==> config.mk <==
export PLATFORM = sky130hd
export DESIGN_NAME = core_mc_sequencer
export DESIGN_NICKNAME = d
export VERILOG_FILES = /design/src/rtl/core_mc_sequencer.sv
export SDC_FILE = /design/constraint.sdc
export NUM_CORES = 1
export LEC_CHECK = 0
export CAP_MARGIN = 20
export CORE_AREA = 4 4 110 112
export CTS_BUF_LIST = sky130_fd_sc_hd__clkbuf_16
export CTS_CLUSTER_SIZE = 24
export DETAILED_ROUTE_END_ITERATION = 16
export DIE_AREA = 0 0 114 116
export DONT_BUFFER_PORTS = 1
export GPL_ROUTABILITY_DRIVEN = 1
export PLACE_DENSITY = 0.71
export SYNTH_ARGS = -nofsm -noshare
export SYNTH_HDL_FRONTEND = slang
export SYNTH_SLANG_ARGS = --single-unit
==> constraint.sdc <==
create_clock -name clk -period 7.6 [get_ports clk]
set_input_delay 1.14 -clock clk [delete_from_list [all_inputs] [get_ports clk]]
set_output_delay 1.14 -clock clk [all_outputs]
set_load 0.01 [all_outputs]
==> src/rtl/core_mc_sequencer.sv <==
// Multi-cycle fetch/exec/mem/writeback sequencer; owns the PC and a single commit point. Optional CORE_MC_PERF_CNT_EN adds perf counters.
// Latency: 3 cycles per ALU instruction with zero-wait memories, plus one cycle per memory wait cycle.
// Backpressure: req is held until ack; a missing ack halts with an error after TIMEOUT_CYCLES wait cycles.
module core_mc_sequencer #(
    parameter int                    ADDR_WIDTH     = 32,
    parameter logic [ADDR_WIDTH-1:0] RESET_PC       = ADDR_WIDTH'(32'h8000_0000),
    parameter int                    TIMEOUT_CYCLES = 255
) (
    input  logic                  clk,
    input  logic                  rst,
    output logic                  imem_req,
    output logic [ADDR_WIDTH-1:0] imem_addr,
    input  logic                  imem_ack,
    input  logic [31:0]           imem_rdata,
    output logic [31:0]           inst,
    output logic [ADDR_WIDTH-1:0] pc,
    input  logic                  exu_mem_op,
    input  logic                  exu_gpr_wen,
    input  logic                  exu_mem_wen,
    input  logic                  exu_jump_en,
    input  logic [ADDR_WIDTH-1:0] exu_dnpc,
    input  logic                  exu_halt,
    output logic                  dmem_req,
    input  logic                  dmem_ack,
    output logic                  gpr_wen,
    output logic                  mem_wen,
    output logic                  commit,
    output logic                  halted,
    output logic [1:0]            err_code
`ifdef CORE_MC_PERF_CNT_EN
    ,
    output logic [63:0]           perf_cycles,
    output logic [63:0]           perf_instret
`endif
);

    typedef enum logic [2:0] {
        S_RST, S_FETCH, S_EXEC, S_MEM, S_WB, S_HALT
    } state_t;

    localparam logic [15:0] WAIT_LAST = 16'(TIMEOUT_CYCLES - 1);

    state_t                  state, state_nxt;
    logic [15:0]             wait_cnt;
    logic                    gpr_wen_r, mem_wen_r, jump_r, halt_r;
    logic [ADDR_WIDTH-1:0]   dnpc_r;
    logic [ADDR_WIDTH-1:0]   pc_nxt;
    logic                    misaligned;
    logic                    wait_expired;

    assign pc_nxt       = jump_r ? dnpc_r : pc + ADDR_WIDTH'(4);
    assign misaligned   = |pc_nxt[1:0];
    // Expiry only matters when no ack arrived this cycle; an ack on the last cycle wins.
    assign wait_expired = (wait_cnt == WAIT_LAST);
    assign imem_addr    = pc;

    always_ff @(posedge clk or posedge rst) begin
        if (rst) state <= S_RST;
        else     state <= state_nxt;
    end

    always_comb begin
        state_nxt = state;
        case (state)
            S_RST:   state_nxt = S_FETCH;
            S_FETCH: if (imem_ack)          state_nxt = S_EXEC;
                     else if (wait_expired) state_nxt = S_HALT;
            S_EXEC:  state_nxt = exu_mem_op ? S_MEM : S_WB;
            S_MEM:   if (dmem_ack)          state_nxt = S_WB;
                     else if (wait_expired) state_nxt = S_HALT;
            S_WB:    state_nxt = (misaligned || halt_r) ? S_HALT : S_FETCH;
            S_HALT:  state_nxt = S_HALT;
            default: state_nxt = S_HALT;
        endcase
    end

    always_comb begin
        imem_req = 1'b0;
        dmem_req = 1'b0;
        gpr_wen  = 1'b0;
        mem_wen  = 1'b0;
        commit   = 1'b0;
        halted   = 1'b0;
        case (state)
            S_FETCH: imem_req = 1'b1;
            S_MEM: begin
                dmem_req = 1'b1;
                mem_wen  = mem_wen_r && dmem_ack;
            end
            S_WB: begin
                commit  = 1'b1;
                gpr_wen = gpr_wen_r;
            end
            S_HALT:  halted = 1'b1;
            default: ;
        endcase
    end

    always_ff @(posedge clk or posedge rst) begin
        if (rst) begin
            pc        <= RESET_PC;
            inst      <= 32'h0000_0013;
            err_code  <= 2'd0;
            wait_cnt  <= 16'd0;
            gpr_wen_r <= 1'b0;
            mem_wen_r <= 1'b0;
            jump_r    <= 1'b0;
            halt_r    <= 1'b0;
            dnpc_r    <= '0;
        end else begin
            case (state)
                S_RST: wait_cnt <= 16'd0;
                S_FETCH: begin
                    if (imem_ack)          inst     <= imem_rdata;
                    else if (wait_expired) err_code <= 2'd1;
                    else                   wait_cnt <= wait_cnt + 16'd1;
                end
                S_EXEC: begin
                    gpr_wen_r <= exu_gpr_wen;
                    mem_wen_r <= exu_mem_wen;
                    jump_r    <= exu_jump_en;
                    dnpc_r    <= exu_dnpc;
                    halt_r    <= exu_halt;
                    wait_cnt  <= 16'd0;
                end
                S_MEM: begin
                    if (!dmem_ack) begin
                        if (wait_expired) err_code <= 2'd2;
                        else              wait_cnt <= wait_cnt + 16'd1;
                    end
                end
                S_WB: begin
                    // A misaligned target still retires the instruction but leaves pc at it.
                    if (misaligned) err_code <= 2'd3;
                    else            pc       <= pc_nxt;
                    wait_cnt <= 16'd0;
                end
                default: ;
            endcase
        end
    end

`ifdef CORE_MC_PERF_CNT_EN
    always_ff @(posedge clk or posedge rst) begin
        if (rst) begin
            perf_cycles  <= 64'd0;
            perf_instret <= 64'd0;
        end else begin
            if (state != S_RST && state != S_HALT) perf_cycles <= perf_cycles + 64'd1;
            if (commit)                            perf_instret <= perf_instret + 64'd1;
        end
    end
`endif

endmodule
==> flow_summary_export.csv <==
group,metric,value,unit
run_status,outcome,"completed",
grt,grt_overflow,0,
yosys,yosys_warnings,0,
floorplan,die_x,114,um
worst_setup_path,worstPathRequired,6.46,ns
yosys,async_flop_share,1.00,
clock_tree,htreeDepth,4,
power,switching_share,0.393,
yosys,yosysUniqueCellTypes,56,
worst_hold_path,hp-class,"flop to flop",
yosys,synth-compound-area-share,0.106,
power,leakagePower,2.84,nW
yosys,ys_seq_area_frac,0.500,
grt,grt_max_degree,84,
yosys,synth-simple-area-share,0.169,
yosys,synthMuxAreaShare,0.142,
grt,antenna_found_initial,0,
worst_setup_path,cpLargestDelayFamily,"simple AND/OR/NAND/NOR gates",
worst_setup_path,r2r_setup_slack,4.72,ns
timing,finClkSkew,0.0104,ns
yosys,avgSynthCellArea,10.9,um2
worst_hold_path,min_from,"wait_cnt[6]",
yosys,synth-edff-count,0,
place,gp_congestion,0.878,
power,pwr-share-seq,0.477,
floorplan,dieArea,13200,um2
clock_tree,clock_path_buffers,2,
worst_setup_path,ff2ff_path_depth,6,
clock_tree,root_buffer,"clkbuf_16",
timing,max_slew_margin,0.455,
detailed_routing,drc,0,
worst_setup_path,critPathArrivalTime,1.84,ns
worst_setup_path,r2r-end,"imem_addr[12]",
timing,max_freq,0.336,GHz
job,maxCapViolations,0,
worst_setup_path,r2r-start,"jump_r",
cells_and_area,final_cells,680,
yosys,synth_top_family_by_area,"simple AND/OR/NAND/NOR gates",
worst_setup_path,cpPeakStageDelay,0.59,ns
cells_and_area,drive_above_1_share,0.251,
grt,gr-usage-met2,0.363,
clock_tree,cts_setup_buffers,0,
timing,min_period,2.98,ns
floorplan,initial_core_util,0.540,
timing,rsz0062_at_grt,"false",
grt,use_met1,0.271,
timing,layout_setup_ws,4.62,ns
grt,first_global_vias,4381,
cells_and_area,syn_to_final_growth,8.79,%
place,dp_cells,646,
detailed_routing,ant_nets,0,
yosys,ys_ff_latch,121,
yosys,synth.net_count,630,
detailed_routing,vias,4325,
yosys,synthAdderAreaFrac,0.00619,
clock_tree,cts.sinks,121,
cells_and_area,final_nets,600,
place,port_buffers,0,
cells_and_area,post-route-util,0.588,
floorplan,die_h,116,um
detailed_routing,drt_iter0_drc,329,
cells_and_area,mostFrequentLayoutCells,"117 x dfrtp_1, 70 x mux2_2, 39 x nor2_1",
power,internal_power,1.78,mW
worst_setup_path,worstPathCellList,"nor3b_4, and2_1",
cells_and_area,diodes,0,
detailed_routing,dr.pass1.iters,6,
worst_hold_path,whs_endpoint,"wait_cnt[6]",
worst_setup_path,crit_fanout,11,
detailed_routing,wirelength,14000,um
clock_tree,cts_hold_buffers,0,
power,switchingPower,1.15,mW
detailed_routing,via_per_inst,6.36,
clock_tree,path_clk_slew,0.06,ns
grt,grt_pass1_wl,23200,um
yosys,synth_xor_area_frac,0.0144,
cells_and_area,layout_commonest_cell,"dfrtp_1",
place,dp_hpwl,9760,um
clock_tree,clk_latency,0.41,ns
clock_tree,cts_buffers,17,
grt,busiest_layer,"met2",
floorplan,coreArea,11200,um2
floorplan,rows,39,
clock_tree,cts_resized,0,
worst_setup_path,path_buf_inv,0,
power,pwr-share-comb,0.243,
grt,grt_use_total,0.222,
worst_hold_path,worst_hold_path.num_cells,1,
detailed_routing,wl_per_cell,20.6,um
power,p_clk_frac,0.279,
timing,worst_slew_pin_slew,0.816,ns
worst_setup_path,cp-start-kind,"flop",
grt,use_met3,0.0872,
yosys,synth_ff_type,"dfrtp_1",
power,power_density,445,nW/um2
timing,slew_viol_final,0,
timing,hold_viol_final,0,
clock_tree,tritoncts,"done",
worst_setup_path,critPathCaptureType,"primary output",
worst_setup_path,crit_slowest_cell,"dfrtp_1",
timing,setup_viol,0,
yosys,syn_inst,554,
timing,fin_crit_sh,0.392,
floorplan,io_pins,177,
timing,setup-tns-final,0,ns
power,vdd_drop_max,0.276,mV
place,dp_slack,4.76,ns
worst_setup_path,path_class,"flop to primary output",
yosys,syn_area,6060,um2
==> through the flow <==
| step | hold WS [ns] | power (mW) | area [um2] |
|---|---|---|---|
| finish | 0.500 | 2.94 | 6600 |
| floorplan | 0.446 | 2.00 | 6060 |
| global placement | 0.472 | 2.07 | 5940 |
| detailed placement | 0.487 | 2.12 | 5940 |
| CTS | 0.499 | 2.95 | 6550 |
| global route | 0.526 | 3.13 | 6600 |
==> cells in the mapped netlist (2+ instances only) <==
cell type / n / area share
dfrtp_1: 117 / 0.48
mux2_2: 70 / 0.13
nor2_1: 39 / 0.024
buf_4: 33 / 0.041
nand3_1: 33 / 0.027
nand2_1: 31 / 0.019
a21oi_1: 23 / 0.019
o21ai_0: 17 / 0.014
o22ai_1: 17 / 0.018
buf_2: 15 / 0.012
nand4_1: 14 / 0.014
and3_1: 10 / 0.010
xor2_1: 10 / 0.014
clkbuf_1: 8 / 0.0050
nor3_1: 8 / 0.0066
a21o_1: 7 / 0.0087
inv_1: 7 / 0.0043
mux2i_1: 7 / 0.012
a31oi_1: 6 / 0.0062
or2_2: 6 / 0.0062
or3_1: 6 / 0.0062
nand2b_1: 5 / 0.0052
a221o_1: 4 / 0.0066
a32oi_1: 4 / 0.0058
and2_1: 4 / 0.0041
and4_1: 4 / 0.0058
dfstp_2: 4 / 0.017
nor4_1: 4 / 0.0041
a211oi_1: 3 / 0.0037
ha_1: 3 / 0.0062
a311oi_1: 2 / 0.0029
a41o_1: 2 / 0.0033
nand4_2: 2 / 0.0041
nor2_2: 2 / 0.0021
nor2b_1: 2 / 0.0021
nor3b_2: 2 / 0.0041
nor4_2: 2 / 0.0041
o31ai_1: 2 / 0.0025
or4_1: 2 / 0.0025
==> area by class of cell <==
cell class / instances / area (um2)
clock inverters: 15 / 179
flip-flops and latches: 121 / 3030
clock buffers: 17 / 425
well taps: 143 / 179
repair buffers: 7 / 85.1
multi-input cells: 370 / 2670
inverters: 7 / 28.8
fillers: 924 / 4630
==> worst reg2reg max path, stage by stage (launching register included) <==
cell and delay (ns):
dfrtp_1 0.67, nor3_1 0.67, o21a_1 0.19, buf_4 0.34, nand2_1 0.49, o22ai_1 0.31, a21oi_1 0.06
==> sequential cells by signal, indices dropped and copies added, names as in the netlist <==
register	cells
wait_cnt	16
halt_r	1
jump_r	1
dnpc_r	32
imem_addr	32
state	3
inst	32
gpr_wen_r	1
err_code	2
mem_wen_r	1
==> logic make-up after synthesis <==
family / after synthesis
DFF: 121
and+or+nand+nor: 183
xor gates and xnor gates: 10
muxes: 77
adders and majority gates: 3
buffers and inverters: 63
AOI/OAI and AO/OA: 97
==> worst max path at each step <==
stage,from,to,slack (ns),depth (start not counted)
floorplan,rst,dnpc_r[0],3.25,1
global placement,jump_r,imem_addr[24],4.86,6
detailed placement,jump_r,imem_addr[24],4.76,6
CTS,state[2],gpr_wen,4.59,2
global route,jump_r,imem_addr[24],4.38,6
finish,state[2],gpr_wen,4.62,2
==> routing by layer <==
metal | up-vias | share of wire
met5 | - | 0
met3 | 27 | 0.096
met2 | 205 | 0.50
li1 | 1951 | -
met4 | 0 | 0.020
met1 | 2142 | 0.38
==> power by group through the flow <==
stage / clock [mW] / sequential, mW / combinational, mW
final: 0.820 / 1.40 / 0.714
after global routing: 0.868 / 1.46 / 0.804
after CTS: 0.832 / 1.40 / 0.714
after detailed placement: 0 / 1.41 / 0.712
after global placement: 0 / 1.40 / 0.671
after floorplan: 0 / 1.22 / 0.780
(Power assumes the default switching activity.)
